[config.mk]
export PLATFORM = sky130hd
export DESIGN_NAME = simple_bus
export DESIGN_NICKNAME = d
export VERILOG_FILES = /design/src/rtl/simple_bus.sv
export SDC_FILE = /design/constraint.sdc
export NUM_CORES = 1
export LEC_CHECK = 0
export CAP_MARGIN = 15
export CORE_AREA = 5 5 104 106
export CTS_BUF_LIST = sky130_fd_sc_hd__clkbuf_8
export CTS_CLUSTER_SIZE = 10
export DETAILED_ROUTE_END_ITERATION = 7
export DIE_AREA = 0 0 109 111
export HOLD_SLACK_MARGIN = 0.05
export PLACE_DENSITY = 0.76
export SLEW_MARGIN = 20
export SYNTH_ARGS = -nofsm -noshare
export SYNTH_HDL_FRONTEND = slang
export SYNTH_SLANG_ARGS = --single-unit
[constraint.sdc]
create_clock -name clk_i -period 2.4 [get_ports clk_i]
set_input_delay 0.48 -clock clk_i [delete_from_list [all_inputs] [get_ports clk_i]]
set_output_delay 0.48 -clock clk_i [all_outputs]
set_load 0.01 [all_outputs]
[src/rtl/simple_bus.sv]
// simple_bus: fixed-priority N-host / M-device bus with a one-cycle
// pipelined response path.
//
// Ports
//   clk_i, rst_i           rising-edge clock, synchronous active-high reset
//   host_*_i / host_*_o    per-host request (req/addr/we/be/wdata), grant and
//                          response (rvalid/rdata/err)
//   device_*_o / *_i       per-device request out and response in
//   cfg_device_addr_*      per-device address region (base, mask)
//
// Grant, decode and the device request are combinational in the request
// cycle. The granted host and the selected device are registered so that the
// device's response can be steered back in the following cycle.
module simple_bus #(
  parameter int unsigned NrDevices    = 1,
  parameter int unsigned NrHosts      = 1,
  parameter int unsigned DataWidth    = 32,
  parameter int unsigned AddressWidth = 32
) (
  input  logic                      clk_i,
  input  logic                      rst_i,

  input  logic                      host_req_i    [NrHosts],
  output logic                      host_gnt_o    [NrHosts],
  input  logic [AddressWidth-1:0]   host_addr_i   [NrHosts],
  input  logic                      host_we_i     [NrHosts],
  input  logic [DataWidth/8-1:0]    host_be_i     [NrHosts],
  input  logic [DataWidth-1:0]      host_wdata_i  [NrHosts],
  output logic                      host_rvalid_o [NrHosts],
  output logic [DataWidth-1:0]      host_rdata_o  [NrHosts],
  output logic                      host_err_o    [NrHosts],

  output logic                      device_req_o    [NrDevices],
  output logic [AddressWidth-1:0]   device_addr_o   [NrDevices],
  output logic                      device_we_o     [NrDevices],
  output logic [DataWidth/8-1:0]    device_be_o     [NrDevices],
  output logic [DataWidth-1:0]      device_wdata_o  [NrDevices],
  input  logic                      device_rvalid_i [NrDevices],
  input  logic [DataWidth-1:0]      device_rdata_i  [NrDevices],
  input  logic                      device_err_i    [NrDevices],

  input  logic [AddressWidth-1:0]   cfg_device_addr_base [NrDevices],
  input  logic [AddressWidth-1:0]   cfg_device_addr_mask [NrDevices]
);

  localparam int unsigned ByteW    = DataWidth / 8;
  localparam int unsigned HostIdxW = (NrHosts   > 1) ? $clog2(NrHosts)   : 1;
  localparam int unsigned DevIdxW  = (NrDevices > 1) ? $clog2(NrDevices) : 1;

  // Arbitration result and the winner's request payload
  logic                    host_sel_valid;
  logic [HostIdxW-1:0]     host_sel;
  logic [AddressWidth-1:0] win_addr;
  logic                    win_we;
  logic [ByteW-1:0]        win_be;
  logic [DataWidth-1:0]    win_wdata;

  // Address decode result
  logic                    dev_sel_valid;
  logic [DevIdxW-1:0]      dev_sel;

  // Outstanding transaction, captured on each grant
  logic                    rsp_pending;
  logic [HostIdxW-1:0]     rsp_host;
  logic [DevIdxW-1:0]      rsp_dev;
  logic                    rsp_unmapped;

  // Device response selected by the registered device index
  logic                    sel_rvalid;
  logic [DataWidth-1:0]    sel_rdata;
  logic                    sel_err;

  // Fixed priority: scan from the top so the lowest requesting index wins
  always_comb begin : arbiter
    host_sel_valid = 1'b0;
    host_sel       = '0;
    win_addr       = '0;
    win_we         = 1'b0;
    win_be         = '0;
    win_wdata      = '0;
    for (int h = int'(NrHosts) - 1; h >= 0; h--) begin
      if (host_req_i[h]) begin
        host_sel_valid = 1'b1;
        host_sel       = HostIdxW'(h);
        win_addr       = host_addr_i[h];
        win_we         = host_we_i[h];
        win_be         = host_be_i[h];
        win_wdata      = host_wdata_i[h];
      end
    end
  end

  // Region decode: lowest matching device index wins on overlap
  always_comb begin : decoder
    dev_sel_valid = 1'b0;
    dev_sel       = '0;
    for (int d = int'(NrDevices) - 1; d >= 0; d--) begin
      if ((win_addr & cfg_device_addr_mask[d]) == cfg_device_addr_base[d]) begin
        dev_sel_valid = 1'b1;
        dev_sel       = DevIdxW'(d);
      end
    end
  end

  // Zero-latency grant to the winning host only
  always_comb begin : grant
    for (int h = 0; h < int'(NrHosts); h++) begin
      host_gnt_o[h] = host_sel_valid && (host_sel == HostIdxW'(h));
    end
  end

  // Forward the winner's request to the decoded device; idle devices see zeros
  always_comb begin : device_request
    for (int d = 0; d < int'(NrDevices); d++) begin
      device_req_o[d]   = host_sel_valid && dev_sel_valid && (dev_sel == DevIdxW'(d));
      device_addr_o[d]  = device_req_o[d] ? win_addr  : '0;
      device_we_o[d]    = device_req_o[d] ? win_we    : 1'b0;
      device_be_o[d]    = device_req_o[d] ? win_be    : '0;
      device_wdata_o[d] = device_req_o[d] ? win_wdata : '0;
    end
  end

  // Remember who was granted and where it went, for the response cycle
  always_ff @(posedge clk_i) begin : rsp_track
    if (rst_i) begin
      rsp_pending  <= 1'b0;
      rsp_host     <= '0;
      rsp_dev      <= '0;
      rsp_unmapped <= 1'b0;
    end else begin
      rsp_pending  <= host_sel_valid;
      rsp_host     <= host_sel;
      rsp_dev      <= dev_sel;
      rsp_unmapped <= host_sel_valid && !dev_sel_valid;
    end
  end

  // Pick the response of the device that owns the outstanding transaction;
  // responses from any other device are never looked at
  always_comb begin : rsp_mux
    sel_rvalid = 1'b0;
    sel_rdata  = '0;
    sel_err    = 1'b0;
    for (int d = 0; d < int'(NrDevices); d++) begin
      if (rsp_dev == DevIdxW'(d)) begin
        sel_rvalid = device_rvalid_i[d];
        sel_rdata  = device_rdata_i[d];
        sel_err    = device_err_i[d];
      end
    end
  end

  // Steer the response to the registered host. Gating with rst_i drops a
  // transaction whose response cycle coincides with reset.
  always_comb begin : host_response
    for (int h = 0; h < int'(NrHosts); h++) begin
      host_rvalid_o[h] = 1'b0;
      host_rdata_o[h]  = '0;
      host_err_o[h]    = 1'b0;
      if (rsp_pending && !rst_i && (rsp_host == HostIdxW'(h))) begin
        if (rsp_unmapped) begin
          // Bus-generated error response for an address no device claims
          host_rvalid_o[h] = 1'b1;
          host_err_o[h]    = 1'b1;
        end else begin
          host_rvalid_o[h] = sel_rvalid;
          host_rdata_o[h]  = sel_rdata;
          host_err_o[h]    = sel_err;
        end
      end
    end
  end

endmodule

==> run summary <==
Die Area = 12100 um^2
average wire per standard cell = 19.02 um
layout cells sized above 1 = 0.4541
Worst Path Class, Setup = primary input to output port
slowest stage delay, CP = 340 ps
die width = 109 um
final setup TNS = -22380 ps
GP Congestion = 0.7586
final setup fails = 70
sequential-to-total area share from yosys stat = 0.02125
status = complete, but fails checks
Peak VDD IR = 168.7 uV
global route hottest layer = met2
adder-cell share of the synthesized area = 0
leakage power figure = 2.899 nW
Main synth FF type = dfxtp_1
initial antenna violation count = 1
compound-cell area share of the yosys netlist = 0.003984
Root Driver = clkbuf_8
Global Route met3 Usage = 0.04310
Clock transition at path regs = 30 ps
Worst setup EP type = output port
H-tree levels = 1
dominant cell type by area after synthesis = nor3_2
final core occ = 0.5907
post-route ant nets = 0
most area-consuming cells after synthesis = nor3_2, xnor2_1, nand2_1, and2_1, nand3_1
Yosys reg bits = 2
Max Fclk = 357.0 MHz
CP cell instances = buf_12, buf_12, buf_8, nand3_4, xnor2_2, nor4_2, nand4_1, buf_6, buf_12, buf_16, nor3_4, buf_2
die height = 111 um
PwrDens = 128.3 nW/um^2
Non-Filler Instances = 744
Final Hold Fails = 0
Clock Sinks = 2
crit start category = primary input
Cell Area, Synth = 1884 um^2
maxcap violations = 0
residual DRC count = 0
CTS tree = yes
smallest setup slack after layout = -401.3 ps
Synth Area in Simple Gates = 0.7490
Syn Inst Count = 285
top-count cell post-synth = nor3_2
total CTS buffers = 3
buffers added on ports = 274
Synth top cells by count = nor3_2, nand2_1, and2_1, nand3_1, xnor2_1
Net Count, Synth = 455
P&R area growth vs syn = 203.6%
WP data arrival = 2320 ps
total wire length = 14150 um
HP Class = primary input to register
Starting Density = 0.1946
slowest CP cell = nor4_2
placed insts = 698
CTS Buffer Depth = 2
main combinational cell family by area after synthesis = simple AND/OR/NAND/NOR gates
M2 GR Usage = 0.3984
mux cell area share after synthesis = 0
CP top delay family = buffers and inverters
Post-DP HPWL = 9375 um
number of global-route vias before repair = 3578
EDFF count, synth = 0
vias per cell = 4.569
Rows = 36
Initial DRC Count = 153
Post-synth ARST share = 0
Final #Nets = 782
RSZ-0062 raised after global routing = true
Syn Area/Cell = 6.612 um^2
critical path's most frequent cell = buf_12
Worst Path Max Fanout = 7
synthesis warning total = 0
post-synth top area share = 0.3718
Rel. slew slack = 0.7933
worst path bufs/invs = 7
grt ovf = 0
GRT Total Usage = 0.2133
Worst EP required = 1920 ps
Core Area = 9684 um^2
FILL cells = 882
first-pass GRT wire length = 20240 um
Ports = 275
met1 Use GR = 0.2360
Worst-Margin Slew = 307.5 ps
Tcrit/Tclk final = 1.167
Post-Synth XOR/XNOR Area = 0.1487
failing checks = negative setup slack
synth unique cells = 16
Max Transition Viols Final = 0
DR vias = 3399
CTS Hold Bufs = 0
DRT Pass-1 Iters = 4
Tmin final = 2801 ps
pin count of the biggest net entering global routing = 26
-- flip-flops by register name, indices dropped and copies added, names as in the netlist --
register	cells
rsp_pending	1
rsp_unmapped	1
-- metal layers --
layer | wire (um) | share of wire
met5 | 0 | 0
met2 | 7332 | 0.52
met4 | 412 | 0.029
met1 | 5176 | 0.37
met3 | 1233 | 0.087
-- kinds of logic (layout without fill, tap and decap cells) --
logic type / count (synthesis) / in the layout
simple gates: 220 / 220
other cells: 0 / 1
xor+xnor: 32 / 32
buf+inv: 30 / 355
compound gates: 1 / 1
flops: 2 / 2
-- layout make-up --
type,instances,area [um^2],share of cell area
antenna,1,2.502,0.0004374
clock buffer,3,41.29,0.007218
inverter,1,3.754,0.0006562
multi-input combinational,253,2110,0.3688
sequential,2,40.04,0.006999
tap,133,166.4,0.02909
timing repair buffer,351,3357,0.5868
-- per-stage QoR --
stage | power [mW] | setup WS [ps] | hold WS [ps] | area (um^2)
6_report | 0.7339 | -401.3 | 831.0 | 5720
5_1_grt | 0.7745 | -490.4 | 859.9 | 5720
4_1_cts | 0.7176 | -371.8 | 886.9 | 5498
3_5_place_dp | 0.5625 | -1136 | 1086 | 4960
3_3_place_gp | 0.5531 | -1033 | 1071 | 4960
2_1_floorplan | 0.1793 | 66.45 | 558.4 | 1884
-- layout by cell type, fill, tap and decap left out, drive strengths merged, types with 6 or more instances in the layout --
cell type      netlist  layout
nor2                 6       6
clkdlybuf4s50        0      92
and2                32      32
nand2               69      69
dlymetal6s2s         0       8
xnor2               32      32
buf                 19     144
nor4                 8       8
nor3                70      70
dlygate4sd2          0      86
clkbuf              10      23
nand3               32      32
-- path summary, 6_finish.rpt --
| check | startpoint | end | slack [ps] | depth (start not counted) |
|---|---|---|---|---|
| worst max-delay path | host_req_i | device_addr_o[5] | -400 | 12 |
| worst min-delay path | host_req_i | rsp_pending | 830 | 5 |
-- power breakdown --
part | total, mW | leakage [nW] | internal (mW) | switching, mW
registers | 0.0374 | 0.0167 | 0.0354 | 0.00203
clock network | 0.134 | 0.0216 | 0.106 | 0.0281
logic | 0.562 | 2.86 | 0.350 | 0.213
-- what timing repair did --
action,in CTS,in global routing
pin swaps,51,26
endpoints found under the hold margin,0,0
setup endpoints to repair,102,87
buffers inserted,16,7
gates cloned,19,3
gates resized for setup,457,75
Note: power is estimated with default switching activity, not from simulation.
